<file path="src/rtl/ser_tx_ctrl.sv">
// ser_tx_ctrl
// Transmit-side sequencer for a WORD_W-bit PISO serializer. After tx_en it
// loads SYNC_WORDS comma words, then encoded data words. It fills any data gap
// with IDLE_WORD. There is one load slot every WORD_W clocks, and each load
// reaches the PISO as a one-cycle load_en/par_out pair.
// Optional feature macro: TX_PRBS_EN adds a PRBS7 (x^7+x^6+1) test source.
// The source is selected by prbs_mode in DATA.
module ser_tx_ctrl #(
    parameter int                WORD_W     = 10,
    parameter logic [WORD_W-1:0] COMMA_WORD = 10'b0101111100,
    parameter logic [WORD_W-1:0] IDLE_WORD  = 10'b1010000011,
    parameter int                SYNC_WORDS = 4
) (
    input  logic              clk,
    input  logic              rst_n,
    input  logic              tx_en,
    input  logic [WORD_W-1:0] in_data,
    input  logic              in_valid,
    output logic              in_ready,
    input  logic              prbs_mode,
    output logic [WORD_W-1:0] par_out,
    output logic              load_en,
    output logic              sync_done,
    output logic              underrun
);

    localparam int                CNT_W     = $clog2(WORD_W);
    localparam logic [CNT_W-1:0]  LAST_CNT  = CNT_W'(WORD_W - 1);
    localparam logic [7:0]        SYNC_LAST = 8'(SYNC_WORDS - 1);

    typedef enum logic [1:0] {
        S_IDLE = 2'd0,
        S_SYNC = 2'd1,
        S_DATA = 2'd2
    } state_t;

    state_t             state_q, state_d;
    logic [CNT_W-1:0]   bit_cnt_q, bit_cnt_d;
    logic [7:0]         sync_cnt_q, sync_cnt_d;
    logic               first_q, first_d;
    logic               load_d, under_d;
    logic [WORD_W-1:0]  par_d;
    logic               slot;
    logic               prbs_sel;

`ifdef TX_PRBS_EN
    logic [6:0]         lfsr_q, lfsr_d;
    logic [6:0]         prbs_state;
    logic [WORD_W-1:0]  prbs_word;

    assign prbs_sel = prbs_mode;

    // Unroll WORD_W LFSR steps; bit 0 of the word is the first bit generated.
    always_comb begin
        prbs_state = lfsr_q;
        prbs_word  = '0;
        for (int i = 0; i < WORD_W; i++) begin
            prbs_word[i] = prbs_state[6] ^ prbs_state[5];
            prbs_state   = {prbs_state[5:0], prbs_word[i]};
        end
    end

    // PRBS7 state; it advances only when a PRBS word is loaded.
    always_ff @(posedge clk or negedge rst_n) begin
        if (!rst_n) lfsr_q <= 7'h7F;
        else        lfsr_q <= lfsr_d;
    end
`else
    logic unused_prbs_mode;
    assign unused_prbs_mode = prbs_mode;
    assign prbs_sel = 1'b0;
`endif

    // A slot is the last bit of the current word, or the first cycle after IDLE.
    assign slot = (state_q != S_IDLE) && (first_q || (bit_cnt_q == LAST_CNT));

    // Next state, counters and next values of the registered outputs.
    // Handshake: in_data is taken on a cycle where in_valid && in_ready.
    // in_ready is high only on a DATA slot with tx_en=1 and no PRBS source.
    // It never depends on in_valid, and the word is not held past that cycle.
    always_comb begin
        state_d    = state_q;
        bit_cnt_d  = bit_cnt_q;
        sync_cnt_d = sync_cnt_q;
        first_d    = 1'b0;
        load_d     = 1'b0;
        par_d      = '0;
        under_d    = 1'b0;
        in_ready   = 1'b0;
`ifdef TX_PRBS_EN
        lfsr_d     = lfsr_q;
`endif
        case (state_q)
            S_IDLE: begin
                bit_cnt_d  = '0;
                sync_cnt_d = '0;
                if (tx_en) begin
                    state_d = S_SYNC;
                    first_d = 1'b1;
                end
            end
            S_SYNC: begin
                bit_cnt_d = slot ? '0 : bit_cnt_q + CNT_W'(1);
                if (slot) begin
                    if (!tx_en) begin
                        state_d = S_IDLE;
                    end else begin
                        load_d = 1'b1;
                        par_d  = COMMA_WORD;
                        if (sync_cnt_q == SYNC_LAST) begin
                            state_d    = S_DATA;
                            sync_cnt_d = '0;
                        end else begin
                            sync_cnt_d = sync_cnt_q + 8'd1;
                        end
                    end
                end
            end
            S_DATA: begin
                bit_cnt_d = slot ? '0 : bit_cnt_q + CNT_W'(1);
                in_ready  = slot && tx_en && !prbs_sel;
                if (slot) begin
                    if (!tx_en) begin
                        state_d = S_IDLE;
                    end else begin
                        load_d = 1'b1;
`ifdef TX_PRBS_EN
                        if (prbs_sel) begin
                            par_d  = prbs_word;
                            lfsr_d = prbs_state;
                        end else
`endif
                        if (in_valid) begin
                            par_d = in_data;
                        end else begin
                            par_d   = IDLE_WORD;
                            under_d = 1'b1;
                        end
                    end
                end
            end
            default: begin
                state_d   = S_IDLE;
                bit_cnt_d = '0;
            end
        endcase
    end

    // State, counters and all registered outputs.
    always_ff @(posedge clk or negedge rst_n) begin
        if (!rst_n) begin
            state_q    <= S_IDLE;
            bit_cnt_q  <= '0;
            sync_cnt_q <= '0;
            first_q    <= 1'b0;
            load_en    <= 1'b0;
            par_out    <= '0;
            underrun   <= 1'b0;
            sync_done  <= 1'b0;
        end else begin
            state_q    <= state_d;
            bit_cnt_q  <= bit_cnt_d;
            sync_cnt_q <= sync_cnt_d;
            first_q    <= first_d;
            load_en    <= load_d;
            par_out    <= par_d;
            underrun   <= under_d;
            sync_done  <= (state_d == S_DATA);
        end
    end

endmodule

</file>
<file path="config.mk">
export PLATFORM = sky130hd
export DESIGN_NAME = ser_tx_ctrl
export DESIGN_NICKNAME = d
export VERILOG_FILES = /design/src/rtl/ser_tx_ctrl.sv
export SDC_FILE = /design/constraint.sdc
export NUM_CORES = 1
export LEC_CHECK = 0
export CORE_UTILIZATION = 53
export CTS_CLUSTER_SIZE = 12
export DETAILED_ROUTE_END_ITERATION = 8
export PLACE_DENSITY = 0.88
export REMOVE_ABC_BUFFERS = 1
export SETUP_SLACK_MARGIN = 0.05
export SLEW_MARGIN = 30
export SYNTH_ARGS = -nofsm -noshare
export SYNTH_HDL_FRONTEND = slang
export SYNTH_SLANG_ARGS = --single-unit
</file>
<file path="constraint.sdc">
create_clock -name clk -period 4 [get_ports clk]
set_input_delay 0.8 -clock clk [delete_from_list [all_inputs] [get_ports clk]]
set_output_delay 0.8 -clock clk [all_outputs]
set_load 0.005 [all_outputs]
</file>
==> reports/results.txt <==
status = finished clean
Synth top cells by count = 28 x dfrtp_1, 16 x inv_1, 14 x nor2_1
boundary pin count = 29
area grow syn2layout = 24.2%
combinational family with the most area after synthesis = compound AO/OA/AOI/OAI gates
Hold Violations, Final = 0
Primary FF master, synth = dfrtp_1
clk sinks = 28
Routed wire per std cell = 15.5 um
area of all placed cells without fillers = 1680 sq um
Clk pin slew, worst setup/hold paths = 130 ps
Worst Path Required = 3200 ps
Post-DP Area = 1660 sq um
register bit total from synthesis = 28
Max Cap Viol = 0
row count = 17
Pre-antenna DRT Iters = 5
number of flops mapped to enable cells by yosys = 0
die span in y = 52.6 um
total CTS buffers = 3
hold depth = 1
Die Span X = 52.6 um
Worst path max stage delay = 610 ps
ANT cells = 0
skew final = 9.31 ps
clk buf depth = 2
Detailed Place HPWL = 2220 um
highest net fanout along the worst path = 6
share of post-route cells with drive strength above 1 = 0.0621
Area contributors post-synth = dfrtp_1 52%, ha_1 6.5%, a21oi_1 4.4%, inv_1 4.4%, nor2_1 3.9%
mux cell area share after synthesis = 0
crit-path leading delay family = buffers and inverters
Post-CTS Hold Buffers = 0
I/O Buffers = 27
total die area = 2760 sq um
Worst Path Arrival = 2320 ps
most frequent cell after synthesis = dfrtp_1
Startpoint Class = primary input
Worst-Skew Late Latency = 320 ps
nets = 185
Critical R2R Launch = state_q[1]$_DFF_PN0_
crit path buf inv count = 3
vias in the first global route = 1084
Setup CP Type = primary input to output port
Core Util, Final = 0.726
Async SR Flop Fraction = 1.00
H-tree levels = 1
Final Cycle Share = 0.781
R2R setup slack = 1900 ps
vias = 1110
Final Max Tran Viols = 0
initial antenna violation count = 0
top cell type's share of synthesized area = 0.517
Synth cell types = 37
Tmin final = 3120 ps
largest net degree at the start of global routing = 29
Yosys top cell by area = dfrtp_1
Place WS = 904 ps
Synth Area in Compound Gates = 0.186
Synth Area in Adders = 0.0646
Placer Congestion = 0.948
post-CTS setup buffers = 0
Gate Count Post-Synth = 132
gr ovfl total = 0
PD cells = 415 nW/um^2
sequential fraction of the synthesis area = 0.517
Worst R2R End = sync_cnt_q[3]$_DFFE_PN0P_
maximum vdd drop = 0.405 mV
Synth Area in Simple Gates = 0.170
Ys Warns = 0
overall routed net length = 2930 um
Setup violations, final = 0
Fillers = 164
crit path cell chain = clkdlybuf4s50_1 -> inv_1 -> nor3_1 -> clkdlybuf4s50_1
core area = 2320 sq um
Resize count post-CTS = 0
Hold Path Class = register to register
RSZ-0062 raised after global routing = no
Achievable Freq = 320 MHz
vias per cell = 5.87
Initial Util = 0.584
CP dominant cell by count = clkdlybuf4s50_1
CP endpoint kind = output port
Overall Power = 698 uW
Tot GR Track Use = 0.244
sink of the worst hold path = bit_cnt_q[0]$_DFF_PN0_
Clock Tree Root = clkbuf_4
Multi-input gate area = 587 sq um
CP max-delay cell = clkdlybuf4s50_1
Detail Route Antenna Nets = 0
area occupied by registers = 701 sq um
TritonCTS clock tree = yes
post-route setup TNS = 0 ps
first-pass GRT wire length = 4840 um
Worst-Margin Slew = 462 ps
Mapped Area = 1360 sq um
slew margin rel. = 0.692
mean post-synth cell area = 10.3 sq um
starting DRC count in detailed routing = 55
Leakage = 0.000751 uW
DRC viols = 0
XOR/XNOR Fraction of Synth Area = 0.0129
worst-case reg-to-reg path depth = 6
HP Start = bit_cnt_q[0]$_DFF_PN0_
final worst slack = 876 ps
-- logic make-up (layout without fill, tap and decap cells) --
| kind of cell | Yosys count | in the layout |
|---|---|---|
| AO/OA/AOI/OAI | 36 | 36 |
| XOR/XNOR | 2 | 2 |
| adder cells (fa/ha/maj) | 7 | 7 |
| buffers and inverters | 18 | 47 |
| flip-flops | 28 | 28 |
| AND/OR/NAND/NOR | 41 | 41 |
-- stage by stage --
stage	instances	hold slack [ps]
after detailed placement	186	483
after floorplan	130	459
after global routing	189	514
after global placement	186	473
after CTS	189	501
final	189	498
-- metal layers --
metal | part of all wire | GRT usage | vias up | wire [um]
met5 | 0 | 0 | - | 0
met4 | 0.016 | 0.105 | 0 | 47
met3 | 0.058 | 0.0174 | 7 | 170
met2 | 0.51 | 0.418 | 57 | 1500
met1 | 0.41 | 0.316 | 515 | 1210
li1 | - | - | 531 | -
-- how the worst max path moves through the flow --
stage                          from        to  cells past startpoint
6_report                      tx_en  in_ready                      4
5_1_grt                       tx_en  in_ready                      4
4_1_cts                       tx_en  in_ready                      4
3_5_place_dp                  tx_en  in_ready                      4
3_3_place_gp                  tx_en  in_ready                      4
2_1_floorplan  state_q[0]$_DFF_PN0_  in_ready                      5
-- flip-flops by register name, indices dropped and copies added (netlist names) --
register / cells
underrun: 1
sync_cnt_q: 8
bit_cnt_q: 4
state_q: 2
load_en: 1
first_q: 1
par_out: 10
sync_done: 1
-- placed cells by master, fill, tap and decap left out, types with 2 or more instances in the layout --
cell and count:
a21oi_1 12, a2bb2oi_1 2, a31oi_1 3, and3_1 3, clkbuf_4 3, clkdlybuf4s50_1 27, dfrtp_1 28, ha_1 7
inv_1 16, nand2_1 5, nand3_1 8, nand4_1 2, nor2_1 14, nor3_1 2, o21ai_0 2, o22ai_1 3
o31ai_1 3
-- final cells by class --
type,instances,share of cell area
Sequential cell,28,0.416
Multi-Input combinational cell,86,0.349
Timing Repair Buffer,28,0.165
Inverter,16,0.0357
Clock buffer,3,0.0134
Tap cell,28,0.0208
-- worst reg2reg max path, stage by stage, from the launching register on --
cell	delay (ps)
dfrtp_1	440
inv_1	130
ha_1	460
inv_1	200
a31oi_1	280
nand3_2	220
o31ai_1	300
-- power breakdown --
part           internal, uW  switching (uW)
clock                  35.3            76.9
combinational          93.4             145
sequential              314            33.0
total                   443             255
No activity file was read; power rests on OpenSTA's default activity.
